### config.mk
export PLATFORM = sky130hd
export DESIGN_NAME = bin2bcd_seq
export DESIGN_NICKNAME = d
export VERILOG_FILES = /design/src/rtl/bin2bcd_pkg.sv /design/src/rtl/bcd_digit_adj.sv /design/src/rtl/bin2bcd_seq.sv
export SDC_FILE = /design/constraint.sdc
export NUM_CORES = 1
export LEC_CHECK = 0
export ABC_AREA = 1
export CAP_MARGIN = 10
export CORE_UTILIZATION = 59
export CTS_BUF_LIST = sky130_fd_sc_hd__clkbuf_4 sky130_fd_sc_hd__clkbuf_8 sky130_fd_sc_hd__clkbuf_16
export CTS_CLUSTER_DIAMETER = 60
export DETAILED_ROUTE_END_ITERATION = 10
export PLACE_DENSITY = 0.87
export REMOVE_ABC_BUFFERS = 1
export SLEW_MARGIN = 20
export SYNTH_ARGS = -nofsm -noshare
export SYNTH_HDL_FRONTEND = slang
export SYNTH_SLANG_ARGS = --single-unit
### constraint.sdc
create_clock -name clock -period 1.95 [get_ports clock]
set_input_delay 0.585 -clock clock [delete_from_list [all_inputs] [get_ports clock]]
set_output_delay 0.585 -clock clock [all_outputs]
set_load 0.01 [all_outputs]
### src/rtl/bin2bcd_pkg.sv
// Shared types and sizing helpers for the iterative binary-to-BCD converter.
package bin2bcd_pkg;

  typedef enum logic [1:0] {IDLE, SHIFT, DONE} state_e;

  // ceil(width * log10(2)); log10(2) approximated as 0.30103
  function automatic int digits_needed(input int width);
    return (width * 30103 + 99999) / 100000;
  endfunction

  function automatic int cnt_width(input int width);
    return $clog2(width + 1);
  endfunction

endpackage

### src/rtl/bcd_digit_adj.sv
// Double-dabble digit correction: add 3 to any BCD digit of 5 or more before the shift.
module bcd_digit_adj (
  input  logic [3:0] d_i,
  output logic [3:0] d_o
);

  assign d_o = (d_i >= 4'd5) ? d_i + 4'd3 : d_i;

endmodule

### src/rtl/bin2bcd_seq.sv
// Iterative shift-and-add-3 binary-to-BCD converter, one binary bit per clock,
// with start/busy/done handshake, overflow flag and significant-digit count.
module bin2bcd_seq
  import bin2bcd_pkg::*;
#(
  parameter int BIN_WIDTH = 16,
  parameter int DIGITS    = 5
) (
  input  logic                         clock,
  input  logic                         reset_n,
  input  logic                         start,
  input  logic [BIN_WIDTH-1:0]         binary,
  output logic                         busy,
  output logic                         done,
  output logic [4*DIGITS-1:0]          bcd,
  output logic                         overflow,
  output logic [$clog2(DIGITS+1)-1:0]  num_digits
);

  localparam int CW  = cnt_width(BIN_WIDTH);
  localparam int NDW = $clog2(DIGITS + 1);
  localparam int BW  = 4 * DIGITS;

  state_e               state_q, state_d;
  logic [BIN_WIDTH-1:0] sr_q, sr_d;
  logic [BW-1:0]        work_q, work_d;
  logic                 ovfw_q, ovfw_d;
  logic [CW-1:0]        cnt_q, cnt_d;
  logic [BW-1:0]        bcd_q, bcd_d;
  logic                 ovf_q, ovf_d;
  logic [NDW-1:0]       nd_q, nd_d;
  logic                 done_q, done_d;

  logic [BW-1:0]        adj;
  logic [NDW-1:0]       nd_calc;
  logic                 load;

  for (genvar g = 0; g < DIGITS; g++) begin : g_dig
    bcd_digit_adj u_adj (
      .d_i (work_q[4*g +: 4]),
      .d_o (adj[4*g +: 4])
    );
  end

  always_comb begin
    nd_calc = NDW'(1);
    for (int k = 1; k < DIGITS; k++)
      if (work_q[4*k +: 4] != 4'd0) nd_calc = NDW'(k + 1);
  end

  // A new request is accepted in IDLE and in DONE (back-to-back), never mid-shift
  assign load = start && (state_q != SHIFT);

  always_comb begin
    state_d = state_q;
    sr_d    = sr_q;
    work_d  = work_q;
    ovfw_d  = ovfw_q;
    cnt_d   = cnt_q;
    bcd_d   = bcd_q;
    ovf_d   = ovf_q;
    nd_d    = nd_q;
    done_d  = 1'b0;
    case (state_q)
      IDLE: ;
      SHIFT: begin
        // Top carry is dropped from the result and only recorded as overflow
        work_d = {adj[BW-2:0], sr_q[BIN_WIDTH-1]};
        sr_d   = {sr_q[BIN_WIDTH-2:0], 1'b0};
        ovfw_d = ovfw_q | adj[BW-1];
        cnt_d  = cnt_q - CW'(1);
        if (cnt_q == CW'(1)) state_d = DONE;
      end
      DONE: begin
        bcd_d   = work_q;
        ovf_d   = ovfw_q;
        nd_d    = nd_calc;
        done_d  = 1'b1;
        state_d = IDLE;
      end
      default: state_d = IDLE;
    endcase
    if (load) begin
      state_d = SHIFT;
      sr_d    = binary;
      work_d  = '0;
      ovfw_d  = 1'b0;
      cnt_d   = CW'(BIN_WIDTH);
    end
  end

  always_ff @(posedge clock or negedge reset_n) begin
    if (!reset_n) begin
      state_q <= IDLE;
      sr_q    <= '0;
      work_q  <= '0;
      ovfw_q  <= 1'b0;
      cnt_q   <= '0;
      bcd_q   <= '0;
      ovf_q   <= 1'b0;
      nd_q    <= NDW'(1);
      done_q  <= 1'b0;
    end else begin
      state_q <= state_d;
      sr_q    <= sr_d;
      work_q  <= work_d;
      ovfw_q  <= ovfw_d;
      cnt_q   <= cnt_d;
      bcd_q   <= bcd_d;
      ovf_q   <= ovf_d;
      nd_q    <= nd_d;
      done_q  <= done_d;
    end
  end

  assign busy       = (state_q == SHIFT);
  assign done       = done_q;
  assign bcd        = bcd_q;
  assign overflow   = ovf_q;
  assign num_digits = nd_q;

endmodule

==> impl_metrics.py, run 1 <==
metrics = {
    "outcome": {
        "status": "complete, no violations",
    },
    "clocking": {
        "root_buffer": "clkbuf_8",
        "clk_pin_slew_worst_paths_ns": 0.07,
        "numCtsBuffers": 9,
        "cts_sinks": 69,
        "h-tree-depth": 3,
        "clk_latency_ns": 0.34,
        "cts_max_path_buffers": 2,
        "cts_hold_buf": 0,
        "cts_tree": "yes",
    },
    "route": {
        "wl_um": 6140,
        "drtIter0Drc": 154,
        "drc_errors": 0,
        "wl_per_cell_um": 11.8,
        "vias_per_cell": 5.16,
        "via_count": 2682,
        "first_pass_iters": 4,
        "ant_nets": 0,
    },
    "synth": {
        "synth_enable_flop_cells": 0,
        "yosys-top-cells-area": "dfrtp_1 51%, nand2_1 17%, nand3_1 6.6%",
        "ys_ff_latch": 69,
        "async_flop_share": 1.00,
        "avgSynthCellArea_um2": 8.39,
        "synth_top_family_by_area": "simple AND/OR/NAND/NOR gates",
        "yosysTopAreaCellShare": 0.511,
        "yosys.area.top_type": "dfrtp_1",
        "synthAdderAreaFrac": 0.0489,
        "yosysMostFrequentCell": "nand2_1",
        "ys_types": 26,
        "synth_xor_area_frac": 0,
        "synthSimpleGateAreaFrac": 0.280,
        "yosys_most_used_dff": "dfrtp_1",
        "synth_mux_area_frac": 0,
        "synth_common_cells": "150 x nand2_1, 68 x dfrtp_1, 44 x nand3_1, 38 x o21ai_0, 33 x inv_1",
        "synth_cells": 397,
        "yosys_warnings": 0,
        "synth_compound_area_frac": 0.0800,
        "synthesis.area_um2": 3330,
        "ys_seq_area_frac": 0.519,
    },
    "placed_design": {
        "placed_area_um2": 3800,
        "place_congestion": 0.820,
        "dp.cells": 503,
        "port_buffers": 44,
        "dp_hpwl_um": 4060,
    },
    "worst_hold_path": {
        "hp-class": "input pin to async pin",
    },
    "pwr": {
        "switching_share": 0.405,
        "power.sequential.fraction": 0.374,
        "power_leakage_uw": 0.00202,
        "combPwrFrac": 0.446,
        "clkPwrFrac": 0.180,
        "p_per_area_nw_per_um2": 1580,
        "power_uw": 6320,
        "vdd_ir_drop_max_mv": 1.23,
        "p_sw_uw": 2560,
        "p_int_uw": 3760,
    },
    "layout": {
        "antennaDiodeCount": 0,
        "fin_util": 0.761,
        "fillers": 385,
        "stdcell_count": 520,
        "stdcell_area_um2": 4010,
        "area_growth_pct": 20.4,
        "drive_gt1_frac": 0.0822,
        "layout.nets": 478,
    },
    "floorplanning": {
        "die_h_um": 77.1,
        "start_util": 0.632,
        "rows": 26,
        "die_w_um": 77.1,
        "die_area_um2": 5950,
        "core_um2": 5270,
        "num_io_pins": 45,
    },
    "critical_path": {
        "regToRegStartpoint": "state_q[1]$_DFFE_PN0P_",
        "worstSetupEndpointType": "primary output",
        "crit_fanout": 2,
        "rr_worst_depth": 5,
        "worstPathRequired_ns": 1.36,
        "crit_buf_inv": 1,
        "slowest_delay_ns": 0.54,
        "critical_path_arrival_ns": 1.24,
        "reg2reg_to": "num_digits[0]$_DFFE_PN1P_",
        "path_cells": "clkdlybuf4s50_1",
        "worst_setup_path_start_kind": "register",
        "crit_start": "overflow$_DFFE_PN0P_",
        "crit_family": "buffers and inverters",
        "cp_slowest_cell": "clkdlybuf4s50_1",
        "criticalPathCategory": "register to primary output",
        "r2r_setup_slack_ns": 0.54,
    },
    "grt": {
        "gr-usage-all-layers": 0.236,
        "grt-ovfl-total": 0,
        "grt_pass1_wl_um": 10900,
        "grt_max_degree": 70,
        "antenna_found_initial": 0,
        "grt_pass1_vias": 2521,
    },
    "flow_run": {
        "drv_cap": 0,
    },
    "timing": {
        "fin_skew_ns": 0.00618,
        "report.final.hold_viol_count": 0,
        "fin_crit_sh": 0.938,
        "slew_headroom": 0.744,
        "rsz0062_at_grt": "no",
        "worst_pin_slew_ns": 0.382,
        "finalMaxSlewViolations": 0,
        "fin_tns_setup_ns": 0,
        "fmax_mhz": 547,
        "finalCriticalPeriod_ns": 1.83,
        "setup_violations": 0,
    },
}
==> power groups by stage <==
stage | combinational (uW) | sequential (uW) | clock [uW]
6_report | 2820 | 2360 | 1140
5_1_grt | 3270 | 2430 | 1210
4_1_cts | 2840 | 2360 | 1150
3_5_place_dp | 2800 | 2390 | 0
3_3_place_gp | 2700 | 2360 | 0
2_1_floorplan | 1910 | 2370 | 0
==> placed cells by master, fill, tap and decap left out, drive strengths merged <==
cell type      netlist  layout
a21oi                5       5
buf                 10       7
clkbuf               2      15
clkdlybuf4s50        0      41
dfrtp               68      68
dfstp                1       1
dlygate4sd2          0       2
ha                  13      13
inv                 36      36
nand2              155     155
nand3               45      45
nand4                6       6
nor2                11      11
nor3                 1       1
o211ai               1       1
o21ai               41      41
o22ai                2       2
==> per-layer routing <==
metal	vias up	part of all wire	global-route usage
li1	1370	-	-
met1	1223	0.45	0.295
met2	74	0.48	0.388
met3	15	0.049	0.0369
met4	0	0.023	0.134
met5	-	0	0
==> timing repair <==
action / in CTS / in global routing
buffers inserted: 2 / 0
endpoints found under the setup margin: 2 / 0
hold endpoints to repair: 0 / 0
resized for setup: 2 / 0
==> cell families after synthesis <==
logic type,count (synthesis)
adder cells (fa/ha/maj),13
buffers and inverters,48
flip-flops,69
AO/OA/AOI/OAI,49
AND/OR/NAND/NOR,218
==> registers in the layout (all words and copies together), names as in the netlist <==
name	flops
work_q	20
num_digits	3
overflow	1
state_q	2
cnt_q	5
done	1
bcd	20
ovfw_q	1
sr_q	16
==> worst register-to-register path, delay by kind of cell (launching register included) <==
family,cells,cell delay [ns]
DFF,1,0.41
buffers and inverters,2,0.46
and+or+nand+nor,3,0.47
==> metrics by stage <==
step	worst slack [ns]	hold WS, ns
final	0.121	0.256
after global routing	0.0846	0.291
after CTS	0.117	0.265
after detailed placement	0.217	0.457
after global placement	0.237	0.447
after floorplan	0.442	0.289
==> layout make-up <==
class	count	area [um2]	area share
clock buffers	15	200	0.0499
inverters	36	143	0.0356
multi-input cells	280	1360	0.339
flip-flops and latches	69	1730	0.431
well taps	70	87.6	0.0218
repair buffers	50	490	0.122
==> worst max path at each step <==
stage	end	slack (ns)	cells past startpoint
2_1_floorplan	busy	0.44	2
3_3_place_gp	sr_q[1]$_DFFE_PN0P_	0.24	6
3_5_place_dp	sr_q[1]$_DFFE_PN0P_	0.22	6
4_1_cts	overflow	0.12	1
5_1_grt	bcd[16]	0.08	1
6_report	overflow	0.12	1
Note: power is estimated with default switching activity, not from simulation.
==> run 2, diff against run 1 <==
--- a/config.mk
+++ b/config.mk
@@ -17,3 +17,4 @@
 export SYNTH_ARGS = -nofsm -noshare
 export SYNTH_HDL_FRONTEND = slang
 export SYNTH_SLANG_ARGS = --single-unit
+export TNS_END_PERCENT = 20
==> results of run 2 <==
Same layout as run 1: the final DEF is identical, and so are final timing and power.
